File: src/rtl/uart_tx_interface_ping_if.sv
// Byte-producer / UART_TX handshake bundle for uart_tx_interface_ping.
// slave = the interface block itself, master = whoever drives it.
interface uart_tx_interface_ping_if;
  logic       wr_en;
  logic [7:0] data_in;
  logic       full;
  logic       empty;
  logic       overflow;
  logic       tx_start;
  logic [7:0] tx_data;
  logic       tx_done_tick;
  logic       busy;
  logic       eot_req;
  logic       eot_sent;

  modport slave (
    input  wr_en, data_in, tx_done_tick, eot_req,
    output full, empty, overflow, tx_start, tx_data, busy, eot_sent
  );

  modport master (
    output wr_en, data_in, tx_done_tick, eot_req,
    input  full, empty, overflow, tx_start, tx_data, busy, eot_sent
  );
endinterface

File: src/rtl/uart_tx_interface_ping.sv
// Byte FIFO in front of UART_TX: one tx_start pulse per byte, next launch after tx_done_tick.
// Optional TX_EOT_APPEND_EN: append EOT (8'd4) once the FIFO drains after eot_req.
module uart_tx_interface_ping #(
  parameter int DEPTH_LOG2 = 2
) (
  input  logic                     clk,
  input  logic                     rst,
  uart_tx_interface_ping_if.slave  bus
);
  localparam int DEPTH = 1 << DEPTH_LOG2;

  typedef enum logic {IDLE, WAIT_DONE} state_t;

  logic [7:0]            mem_q [DEPTH];
  logic [DEPTH_LOG2-1:0] wr_ptr_q, wr_ptr_d;
  logic [DEPTH_LOG2-1:0] rd_ptr_q, rd_ptr_d;
  logic [DEPTH_LOG2:0]   count_q, count_d;
  state_t                state_q, state_d;
  logic                  tx_start_q, tx_start_d;
  logic [7:0]            tx_data_q, tx_data_d;
  logic                  overflow_q, overflow_d;
  logic                  push, pop;
  logic                  full_w, empty_w;

  assign full_w  = (count_q == (DEPTH_LOG2+1)'(DEPTH));
  assign empty_w = (count_q == '0);

  assign bus.full     = full_w;
  assign bus.empty    = empty_w;
  assign bus.overflow = overflow_q;
  assign bus.tx_start = tx_start_q;
  assign bus.tx_data  = tx_data_q;
  assign bus.busy     = (state_q != IDLE);

`ifdef TX_EOT_APPEND_EN
  logic eot_pending_q, eot_pending_d;
  logic eot_inflight_q, eot_inflight_d;
  logic eot_sent_q, eot_sent_d;
  assign bus.eot_sent = eot_sent_q;
`else
  logic unused_eot_req;
  assign unused_eot_req = bus.eot_req;
  assign bus.eot_sent   = 1'b0;
`endif

  always_comb begin
    state_d    = state_q;
    wr_ptr_d   = wr_ptr_q;
    rd_ptr_d   = rd_ptr_q;
    count_d    = count_q;
    tx_start_d = 1'b0;
    tx_data_d  = tx_data_q;
    pop        = 1'b0;
    // Full rejects a write even when a pop happens in the same cycle.
    push       = bus.wr_en && !full_w;
    overflow_d = overflow_q | (bus.wr_en && full_w);
`ifdef TX_EOT_APPEND_EN
    eot_pending_d  = eot_pending_q | bus.eot_req;
    eot_inflight_d = eot_inflight_q;
    eot_sent_d     = 1'b0;
`endif

    case (state_q)
      IDLE: begin
        if (!empty_w) begin
          pop        = 1'b1;
          tx_data_d  = mem_q[rd_ptr_q];
          tx_start_d = 1'b1;
          state_d    = WAIT_DONE;
        end
`ifdef TX_EOT_APPEND_EN
        else if (eot_pending_q) begin
          tx_data_d      = 8'd4;
          tx_start_d     = 1'b1;
          state_d        = WAIT_DONE;
          eot_pending_d  = 1'b0;
          eot_inflight_d = 1'b1;
        end
`endif
      end
      WAIT_DONE: begin
        if (bus.tx_done_tick) begin
          state_d = IDLE;
`ifdef TX_EOT_APPEND_EN
          if (eot_inflight_q) begin
            eot_sent_d     = 1'b1;
            eot_inflight_d = 1'b0;
          end
`endif
        end
      end
      default: state_d = IDLE;
    endcase

    if (push) wr_ptr_d = wr_ptr_q + DEPTH_LOG2'(1);
    if (pop)  rd_ptr_d = rd_ptr_q + DEPTH_LOG2'(1);
    case ({push, pop})
      2'b10:   count_d = count_q + (DEPTH_LOG2+1)'(1);
      2'b01:   count_d = count_q - (DEPTH_LOG2+1)'(1);
      default: count_d = count_q;
    endcase
  end

  always_ff @(posedge clk) begin
    if (rst) begin
      state_q    <= IDLE;
      wr_ptr_q   <= '0;
      rd_ptr_q   <= '0;
      count_q    <= '0;
      tx_start_q <= 1'b0;
      tx_data_q  <= 8'd0;
      overflow_q <= 1'b0;
    end else begin
      state_q    <= state_d;
      wr_ptr_q   <= wr_ptr_d;
      rd_ptr_q   <= rd_ptr_d;
      count_q    <= count_d;
      tx_start_q <= tx_start_d;
      tx_data_q  <= tx_data_d;
      overflow_q <= overflow_d;
    end
  end

`ifdef TX_EOT_APPEND_EN
  always_ff @(posedge clk) begin
    if (rst) begin
      eot_pending_q  <= 1'b0;
      eot_inflight_q <= 1'b0;
      eot_sent_q     <= 1'b0;
    end else begin
      eot_pending_q  <= eot_pending_d;
      eot_inflight_q <= eot_inflight_d;
      eot_sent_q     <= eot_sent_d;
    end
  end
`endif

  // Storage needs no reset: count gates every read.
  always_ff @(posedge clk) begin
    if (push) mem_q[wr_ptr_q] <= bus.data_in;
  end
endmodule

File: src/flat_wrapper.sv
// flat-port wrapper written by rule: the top's interface ports become plain ports
module uart_tx_interface_ping_flat 
#(
  parameter int DEPTH_LOG2 = 2
)
  (clk, rst, bus_wr_en, bus_data_in, bus_tx_done_tick, bus_eot_req, bus_full, bus_empty, bus_overflow, bus_tx_start, bus_tx_data, bus_busy, bus_eot_sent);
  uart_tx_interface_ping_if bus_i ();
  input  logic clk;
  input  logic rst;
  input wire logic [$bits(bus_i.wr_en)-1:0] bus_wr_en;
  input wire logic [$bits(bus_i.data_in)-1:0] bus_data_in;
  input wire logic [$bits(bus_i.tx_done_tick)-1:0] bus_tx_done_tick;
  input wire logic [$bits(bus_i.eot_req)-1:0] bus_eot_req;
  output wire logic [$bits(bus_i.full)-1:0] bus_full;
  output wire logic [$bits(bus_i.empty)-1:0] bus_empty;
  output wire logic [$bits(bus_i.overflow)-1:0] bus_overflow;
  output wire logic [$bits(bus_i.tx_start)-1:0] bus_tx_start;
  output wire logic [$bits(bus_i.tx_data)-1:0] bus_tx_data;
  output wire logic [$bits(bus_i.busy)-1:0] bus_busy;
  output wire logic [$bits(bus_i.eot_sent)-1:0] bus_eot_sent;
  assign bus_i.wr_en = bus_wr_en;
  assign bus_i.data_in = bus_data_in;
  assign bus_i.tx_done_tick = bus_tx_done_tick;
  assign bus_i.eot_req = bus_eot_req;
  assign bus_full = bus_i.full;
  assign bus_empty = bus_i.empty;
  assign bus_overflow = bus_i.overflow;
  assign bus_tx_start = bus_i.tx_start;
  assign bus_tx_data = bus_i.tx_data;
  assign bus_busy = bus_i.busy;
  assign bus_eot_sent = bus_i.eot_sent;
  uart_tx_interface_ping #(.DEPTH_LOG2(DEPTH_LOG2)) u_core (.clk(clk), .rst(rst), .bus(bus_i));
endmodule
File: config.mk
export PLATFORM = sky130hd
export DESIGN_NAME = uart_tx_interface_ping_flat
export DESIGN_NICKNAME = d
export VERILOG_FILES = /design/src/rtl/uart_tx_interface_ping_if.sv /design/src/rtl/uart_tx_interface_ping.sv /design/src/flat_wrapper.sv
export SDC_FILE = /design/constraint.sdc
export NUM_CORES = 1
export LEC_CHECK = 0
export BUFFER_PORTS_ARGS = -buffer_cell sky130_fd_sc_hd__clkbuf_2
export CORE_MARGIN = 1.5
export CORE_UTILIZATION = 30
export CTS_BUF_LIST = sky130_fd_sc_hd__clkbuf_2
export CTS_CLUSTER_SIZE = 12
export DETAILED_ROUTE_END_ITERATION = 16
export GPL_ROUTABILITY_DRIVEN = 0
export GPL_TIMING_DRIVEN = 0
export PLACE_DENSITY = 0.56
export SYNTH_ARGS = -nofsm -noshare
export SYNTH_HDL_FRONTEND = slang
export SYNTH_SLANG_ARGS = --single-unit
File: constraint.sdc
create_clock -name clk -period 2.13 [get_ports clk]
set_clock_uncertainty 0.05 [all_clocks]
set_input_delay 0.426 -clock clk [delete_from_list [all_inputs] [get_ports clk]]
set_output_delay 0.426 -clock clk [all_outputs]
set_load 0.05 [all_outputs]
Word-level counts from Yosys, hierarchy flattened. Memory sizes are Yosys's and may differ from the RTL's. A register that Yosys moved wholly into a read port is not among the register bits. Index checks and enable logic that the tools add are counted.

Memories: 1. Memory bits (writable): 32. Logic and storage cells: 30. Input bits: 13. Register bits: 10.

Muxes and demuxes: 7. Bitwise gates (word level): 3. Reductions and logical operators: 6. $add $sub $neg: 4. Equal/unequal tests: 3.

Memory list: u_core.mem_q (words 4, bits a word 8, read ports 1, clocked after memory_dff 1, write ports 1, RTL line uart_tx_interface_ping.sv:14) `logic [7:0] mem_q [DEPTH];`.

Operators by type and width (number): $pmux 3 s2 (1); $mux 1 (5); $add 2x1->2 const B (2); $add 3x1->3 const B (1); $eq 3x3->1 const B (1); $logic_not 3->1 (1); $sub 3x1->3 const B (1); $eq 2x1->1 const B (1); $eq 2x2->1 const B (1); $logic_and 1x1->1 (2); $not 1->1 (2); $pmux 1 s2 (1); $reduce_and 2->1 (1); $reduce_bool 2->1 (1); $logic_not 1->1 (1); $or 1x1->1 (1).

Depth between registers and ports, before layout. Gate-level depths: netlist of run 1.

Word-level depth: 5. Mapped depth: 11.

Worst setup path after synthesis of run 1. Ideal clock, no wire load.

Path kind: register to register. From: register u_core.count_q[1]. To: register u_core.count_q[2]. Path buffers: 1. Stages on the path, launching flop included: 12. Arrival time: 2.544 ns. Path slack: -0.535 ns. Data required time: 2.010 ns. Cell sequence: dfxtp_1 -> or3b_1 -> buf_2 -> inv_1 -> nor2_1 -> inv_1 -> ha_1 -> inv_1 -> fa_1 -> xor2_1 -> or3_2 -> a21oi_1.

Longest elaborated chain between the ends: 5. Elaborated cells on any way between the ends: 12.

Ends and longest elaborated chain: start: declaration (RTL line uart_tx_interface_ping.sv:17) `logic [DEPTH_LOG2:0] count_q, count_d;`; start signal: assignment (RTL line uart_tx_interface_ping.sv:117) `count_q <= count_d;`; $eq 3x3->1 (*) (RTL line uart_tx_interface_ping.sv:25) `assign full_w = (count_q == (DEPTH_LOG2+1)'(DEPTH));`; via bus_full (RTL line flat_wrapper.sv:14) `output wire logic [$bits(bus_i.full)-1:0] bus_full;`; $logic_not 1->1 (*) (RTL line uart_tx_interface_ping.sv:55) `push = bus.wr_en && !full_w;`; $logic_and 1x1->1 (*) (RTL line uart_tx_interface_ping.sv:55); $eq 2x1->1 or $eq 2x2->1 (tied branches) (RTL line uart_tx_interface_ping.sv:97) `case ({push, pop})`; $pmux 3 s2 or $reduce_bool 2->1 (tied branches).

Mark *: on every way through the listed nets, which the timed path passes. The rest lies on a longest branch. A chain may end at the register's enable or synchronous reset.

Worst setup path in the final report of run 1.
From: register u_core.count_q[0]. To: register u_core.count_q[2].

Longest elaborated chain between the ends: 5. Elaborated cells on any way between the ends: 12.

Ends and longest elaborated chain (RTL line): $logic_not 3->1 or $eq 3x3->1 (tied branches) (uart_tx_interface_ping.sv:26, uart_tx_interface_ping.sv:25); $mux 1 or $logic_not 1->1 (tied branches) (uart_tx_interface_ping.sv:65, uart_tx_interface_ping.sv:55); $mux 1 or $logic_and 1x1->1 (tied branches); $eq 2x1->1 or $eq 2x2->1 (tied branches) (uart_tx_interface_ping.sv:97); $pmux 3 s2 or $reduce_bool 2->1 (tied branches).

Several ways; a longest one is shown, not always the timed one.

==> parameters.txt, run 1 <==
Parameter                              Value

Outcome
  Result of the run ... finished, violations left
  Failing checks ... design-rule violations, negative setup slack

Critical path
  Data arrival, critical path ... 2.50 ns
  Data required time of the worst path ... 2.45 ns
  Nature of the critical path startpoint ... flip-flop
  Startpoint-to-endpoint class of the critical path ... flip-flop to flip-flop
  Capturing element type of the critical path ... flip-flop
  Maximum fanout along the worst path ... 2
  Length in cells of the worst reg-to-reg path ... 10

Layout
  Diodes inserted ... 0
  Layout overhead on the synthesized area ... 20.4%
  Layout Cells excl Fill ... 260
  Most frequent cells in the layout ... edfxtp_1 (32), clkbuf_2 (27), dfxtp_1 (15)
  Share of post-route cells with drive strength above 1 ... 36.6%
  Layout fillers ... 615
  Layout net count ... 201
  Leading cell type in the layout, fill and taps excluded ... edfxtp_1
  Finished Core Util ... 37.7%

Routing
  Post-detailed-route DRC marker count ... 1
  Routed Wire Length ... approximately 4.0 mm
  Total number of vias ... 1244
  DRT iter0 DRCs ... 44
  First-pass DRT Iterations ... 12
  Wirelength per Cell ... 15.4 µm
  Detailed-route vias per instance ... around 4.8
  Count of antenna-violating nets left after detailed routing ... 0

Timing
  Setup Viol. Count Final ... 1
  Final setup TNS ... -0.0455 ns
  Achievable Freq ... 0.460 GHz
  Final Cycle Share ... 102%
  Final number of max-transition violations ... 0
  Worst-case headroom to the max-slew limit ... 65.7%
  Hold slack ... 0.109 ns
  Transition time at the pin with the least slew margin ... 0.514 ns
  Final Hold Violating Endpoints ... 0
  Worst Slack Setup Final ... -0.0455 ns
  Shortest period the worst path allows ... 2.18 ns
  Setup repair after global routing missed its margin ... true

Job
  Max-cap check violation count ... 0

Global route
  Global-route wire length before repair ... 6.31 mm
  Maximum number of pins on one net before global-route repair ... 17
  Initial antenna violation count ... 0
  Via count of the first global-routing pass ... 1249
  Total routing resource utilization after global routing ... 11.9%
  Sum of overflow across all layers after global routing ... 0

CTS
  TritonCTS clock tree ... built
  Deepest clock path buffer count ... 2
  Insertion delay to the later sink of the worst-skew pair ... 0.44 ns
  Clk slew on worst S/H paths ... 0.23 ns
  Number of levels in the clock H-tree ... 2
  TritonCTS buffer count ... 5
  Sink count of the clock tree ... 50
  Clock root buffer ... clkbuf_2

Power and ir drop
  Static leakage power ... ~0.90 nW
  Post-layout power ... between 0.003 and 0.004 W
  Power Dens Cells ... around 1400 nW/µm²
  VDD IR-drop max ... 0.588 mV

Logic synthesis
  Syn_nets ... 162
  Mean post-synth cell area ... around 14 µm²
  Top cells by area in the synthesized netlist ... edfxtp_1 (48%), dfxtp_1 (18%), mux4_2 (9.0%), a21oi_1 (3.5%), ha_1 (3.1%)
  Share of the synthesized area in the top cell type ... around 48%
  Post-synthesis cell count ... 143
  Biggest area consumer among synthesized cells ... edfxtp_1
  Post-synthesis register bit count ... 50
  Synthesis Warnings ... 0
  Proportion of synthesized chip area in sequential cells ... between 60% and 70%
  Yosys cell types ... 28
  Post-Synthesis Cell Area ... 2010 µm²

Placed design
  Placed Cells incl. Taps ... 243
  Detailed Place HPWL ... 2.57 mm
  Count of port buffers added during placement ... 23

Floorplanning
  Horizontal die dimension ... about 85 µm
  Number of top-level pins ... 27
  Core Footprint ... 6420 µm²
  Die area ... just over 7000 µm²
  Cell Rows ... 29
  Die Span Y ... 84.9 µm
  Initial Utilization ... 31.3%

Min path
  Min-Delay Path Class ... input port to flip-flop
  Number of stages on the worst hold path ... 2
==> per-layer routing <==
metal | up-vias | share of wire, % | track usage [%]
met1 | 612 | 45 | 14.9
met2 | 27 | 50 | 19.9
met3 | 5 | 3.6 | 2.33
li1 | 600 | - | -
met4 | 0 | 0.95 | 5.37
met5 | - | 0 | 0
==> final cells by class <==
class                   count  area (µm²)  area share, %
clock buffers               5        25.0           1.03
inverters                  11        47.5           1.96
flip-flops and latches     50        1330           54.7
multi-input cells          73         604           24.9
repair buffers             33         223           9.19
well taps                  77        96.3           3.98
clock inverters             3        42.5           1.76
plain buffers               8        58.8           2.43
==> flip-flops by register name (all words and copies together) (netlist names) <==
| signal | cells |
|---|---|
| u_core.bus.busy | 1 |
| u_core.bus.overflow | 1 |
| u_core.bus.tx_data | 8 |
| u_core.bus.tx_start | 1 |
| u_core.count_q | 3 |
| u_core.mem_q | 32 |
| u_core.rd_ptr_q | 2 |
| u_core.wr_ptr_q | 2 |
==> power breakdown <==
part	leakage (nW)	switching, W	internal [W]
logic	0.417	0.000907	0.000636
clock network	0.0410	0.000318	0.000199
registers	0.442	0.0000987	0.00121
==> synthesized netlist by cell type <==
cell and count:
a211oi_1 1, a21oi_1 14, a311oi_2 1, a31o_1 1, and3_1 4, buf_1 1, buf_2 2, buf_4 2
buf_6 2, clkbuf_1 1, clkbuf_2 1, clkinv_1 1, conb_1 1, dfxtp_1 18, edfxtp_1 32, fa_1 1
ha_1 5, inv_1 10, mux4_2 8, nand3_1 10, nor2_1 8, nor3_1 1, o21ai_0 12, or3_1 1
or3_2 1, or3_4 1, or3b_1 1, xor2_1 2
==> cells by family after synthesis <==
logic type	synth area share (%)
flops	65.7
compound gates	8.02
simple gates	7.15
buf+inv	5.04
mux	8.96
fa+ha+maj	4.10
xor+xnor	0.871
other cells	0.186
==> path summary, 6_finish.rpt <==
| kind | startpoint | slack, ns | to |
|---|---|---|---|
| min | bus_tx_done_tick | 0.11 | u_core.bus.busy |
| max | u_core.count_q[0] | -0.05 | u_core.count_q[2] |
| min reg2reg | u_core.bus.tx_data[4] | 0.45 | u_core.bus.tx_data[4] |
| max reg2reg | u_core.count_q[0] | -0.05 | u_core.count_q[2] |
==> through the flow <==
step	area [µm²]	setup WS (ns)
after floorplan	2030	-0.295
after global placement	2240	-0.228
after detailed placement	2240	-0.234
after CTS	2390	-0.0561
after global routing	2420	-0.132
final	2420	-0.0455
==> worst max-delay path: stages, from the launching register on <==
cell and delay [ns]:
dfxtp_2 0.38, or3b_4 0.41, clkinvlp_4 0.08, nor2_1 0.04, inv_1 0.05, ha_2 0.17
inv_2 0.04, fa_2 0.32, xor2_1 0.16, or3_4 0.33, a21oi_2 0.11
==> timing repair <==
| item | in CTS | in global routing |
|---|---|---|
| pin swaps | 2 | 1 |
| hold buffers | 0 | 0 |
| setup buffers | 6 | 4 |
| endpoints found under the hold margin | 0 | 0 |
| setup endpoints to repair | 4 | 4 |
| gates resized for setup | 12 | 1 |
No activity file was read; power rests on OpenSTA's default activity.
==> run 2: changes to the inputs <==
- clock period: 2.13 -> 2 ns (I/O delays scaled with it)
==> run 2 against run 1 <==
  * The run still ends with design-rule violations, negative setup slack left
  * Combinational power up 13%
  * Routed wire length is 0.33% higher
  * Sequential cell count did not move
  * Sequential share of layout area fell by 0.94 points
  * First-iteration DRC count decreased by 4.5%
  * Die area stayed put
==> parameters.txt, run 2 (synthesis gave the netlist of run 1 again) <==
Parameter                              Value

Critical path
  Capturing element type of the critical path ... flip-flop
  Worst R2R Setup Slack ... -0.19 ns
  Launch instance of the worst register-to-register path ... u_core.count_q[0]
  Data required time of the worst path ... 2.31 ns
  Startpoint-to-endpoint class of the critical path ... flip-flop to flip-flop
  Reg2reg end ... u_core.count_q[2]
  Maximum fanout along the worst path ... 2
  Nature of the critical path startpoint ... flip-flop
  Length in cells of the worst reg-to-reg path ... 10
  Data arrival, critical path ... 2.50 ns

Power and ir drop
  Power Dens Cells ... roughly 1500 nW/µm²
  VDD IR-drop max ... 0.638 mV
  Static leakage power ... 0.920 nW
  Post-layout power ... 0.00368 W

Timing
  Worst-case headroom to the max-slew limit ... 65.7%
  Final Cycle Share ... 109%
  Final Hold Violating Endpoints ... 0
  Setup Viol. Count Final ... 4
  Final number of max-transition violations ... 0
  Achievable Freq ... 0.457 GHz
  Worst Slack Setup Final ... -0.187 ns
  Shortest period the worst path allows ... about 2.2 ns
  Setup repair after global routing missed its margin ... true
  Transition time at the pin with the least slew margin ... 0.514 ns

Floorplanning
  Initial Utilization ... 31.3%
  Die Span Y ... ~85 µm
  Cell Rows ... 29
  Horizontal die dimension ... 84.9 µm
  Die area ... just over 7000 µm²
  Core Footprint ... around 6400 µm²
  Number of top-level pins ... 27

Global route
  Global-route wire length before repair ... 6.41 mm
  Total routing resource utilization after global routing ... 12.1%
  Initial antenna violation count ... 0
  Sum of overflow across all layers after global routing ... 0
  Maximum number of pins on one net before global-route repair ... 17
  Via count of the first global-routing pass ... 1259

CTS
  Clk slew on worst S/H paths ... 0.23 ns
  Sink count of the clock tree ... 50
  Insertion delay to the later sink of the worst-skew pair ... 0.43 ns
  TritonCTS clock tree ... built
  Number of levels in the clock H-tree ... 2
  Clock root buffer ... clkbuf_2
  TritonCTS buffer count ... 5
  Deepest clock path buffer count ... 2

Routing
  Detailed-route vias per instance ... roughly 4.8
  Routed Wire Length ... 4.01 mm
  Wirelength per Cell ... around 15 µm
  First-pass DRT Iterations ... 12
  Count of antenna-violating nets left after detailed routing ... 0
  Total number of vias ... 1257
  Post-detailed-route DRC marker count ... 1
  DRT iter0 DRCs ... 42

Layout
  Max reg flops ... 32
  Layout net count ... 204
  Diodes inserted ... 0
  Layout overhead on the synthesized area ... 22.5%
  Share of post-route cells with drive strength above 1 ... 39.2%
  Leading cell type in the layout, fill and taps excluded ... edfxtp_1
  Register with the most flip-flops ... u_core.mem_q
  Finished Core Util ... between 30% and 40%
  Most frequent cells in the layout ... edfxtp_1 (32), clkbuf_2 (27), dfxtp_1 (15)

Placed design
  Count of port buffers added during placement ... 23
  Detailed Place HPWL ... around 2.6 mm

Outcome
  Result of the run ... finished, violations left
  Failing checks ... design-rule violations, negative setup slack

Job
  Max-cap check violation count ... 0

Min path
  Number of stages on the worst hold path ... 2
  Startpoint of the worst hold path ... bus_tx_done_tick
  Endpoint, Worst Hold ... u_core.bus.busy
  Min-Delay Path Class ... input port to flip-flop
-- run 2: timing repair --
action                     CTS  global route
pin swaps                    3             0
gates resized for setup     14             3
hold buffers                 0             0
setup buffers               11             2
setup endpoints to repair    4             4
-- run 2: layout make-up --
type | count | area, µm²
Buffer | 8 | 58.8
Clock buffer | 5 | 25.0
Clock inverter | 3 | 42.5
Fill cell | 620 | 3960
Inverter | 11 | 47.5
Multi-Input combinational cell | 73 | 613
Sequential cell | 50 | 1330
Tap cell | 77 | 96.3
Timing Repair Buffer | 36 | 256
-- run 2: worst max-delay path by stage --
| stage | cells after the start | to | slack, ns | start |
|---|---|---|---|---|
| 4_1_cts | 10 | u_core.count_q[2] | -0.18 | u_core.count_q[0] |
| 3_5_place_dp | 11 | u_core.count_q[2] | -0.36 | u_core.count_q[2] |
| 3_3_place_gp | 11 | u_core.count_q[2] | -0.36 | u_core.count_q[2] |
| 6_report | 10 | u_core.count_q[2] | -0.19 | u_core.count_q[0] |
| 5_1_grt | 10 | u_core.count_q[2] | -0.26 | u_core.count_q[1] |
| 2_1_floorplan | 11 | u_core.count_q[2] | -0.43 | u_core.count_q[0] |
-- run 2: worst max-delay path, cell delays in order, from the launching register on --
cell and delay, ns:
dfxtp_2 0.38, or3b_4 0.41, clkinvlp_4 0.09, nor2_2 0.03, inv_1 0.05, ha_2 0.18, inv_2 0.04, fa_2 0.32
xor2_1 0.16, or3_4 0.33, a21oi_2 0.11
-- run 2: metrics by stage --
step	worst slack (ns)	TNS [ns]	std cells	cell area, µm²	hold slack [ns]
5_1_grt	-0.260	-0.593	263	2460	0.0557
3_3_place_gp	-0.358	-0.541	243	2240	0.413
6_report	-0.187	-0.275	263	2460	0.0871
2_1_floorplan	-0.425	-0.670	143	2030	0.425
3_5_place_dp	-0.364	-0.537	243	2240	0.418
4_1_cts	-0.182	-0.355	261	2440	0.0544
-- run 2: layer usage --
layer | track usage (%) | share of wire (%) | vias up
li1 | - | - | 608
met5 | 0 | 0 | -
met1 | 15.3 | 44 | 618
met4 | 5.37 | 1.5 | 0
met3 | 2.33 | 3.8 | 7
met2 | 20.1 | 50 | 24
-- run 2: power breakdown --
group          internal (W)  switching, W
Clock              0.000212      0.000334
Combinational      0.000748      0.000995
Sequential          0.00128      0.000104
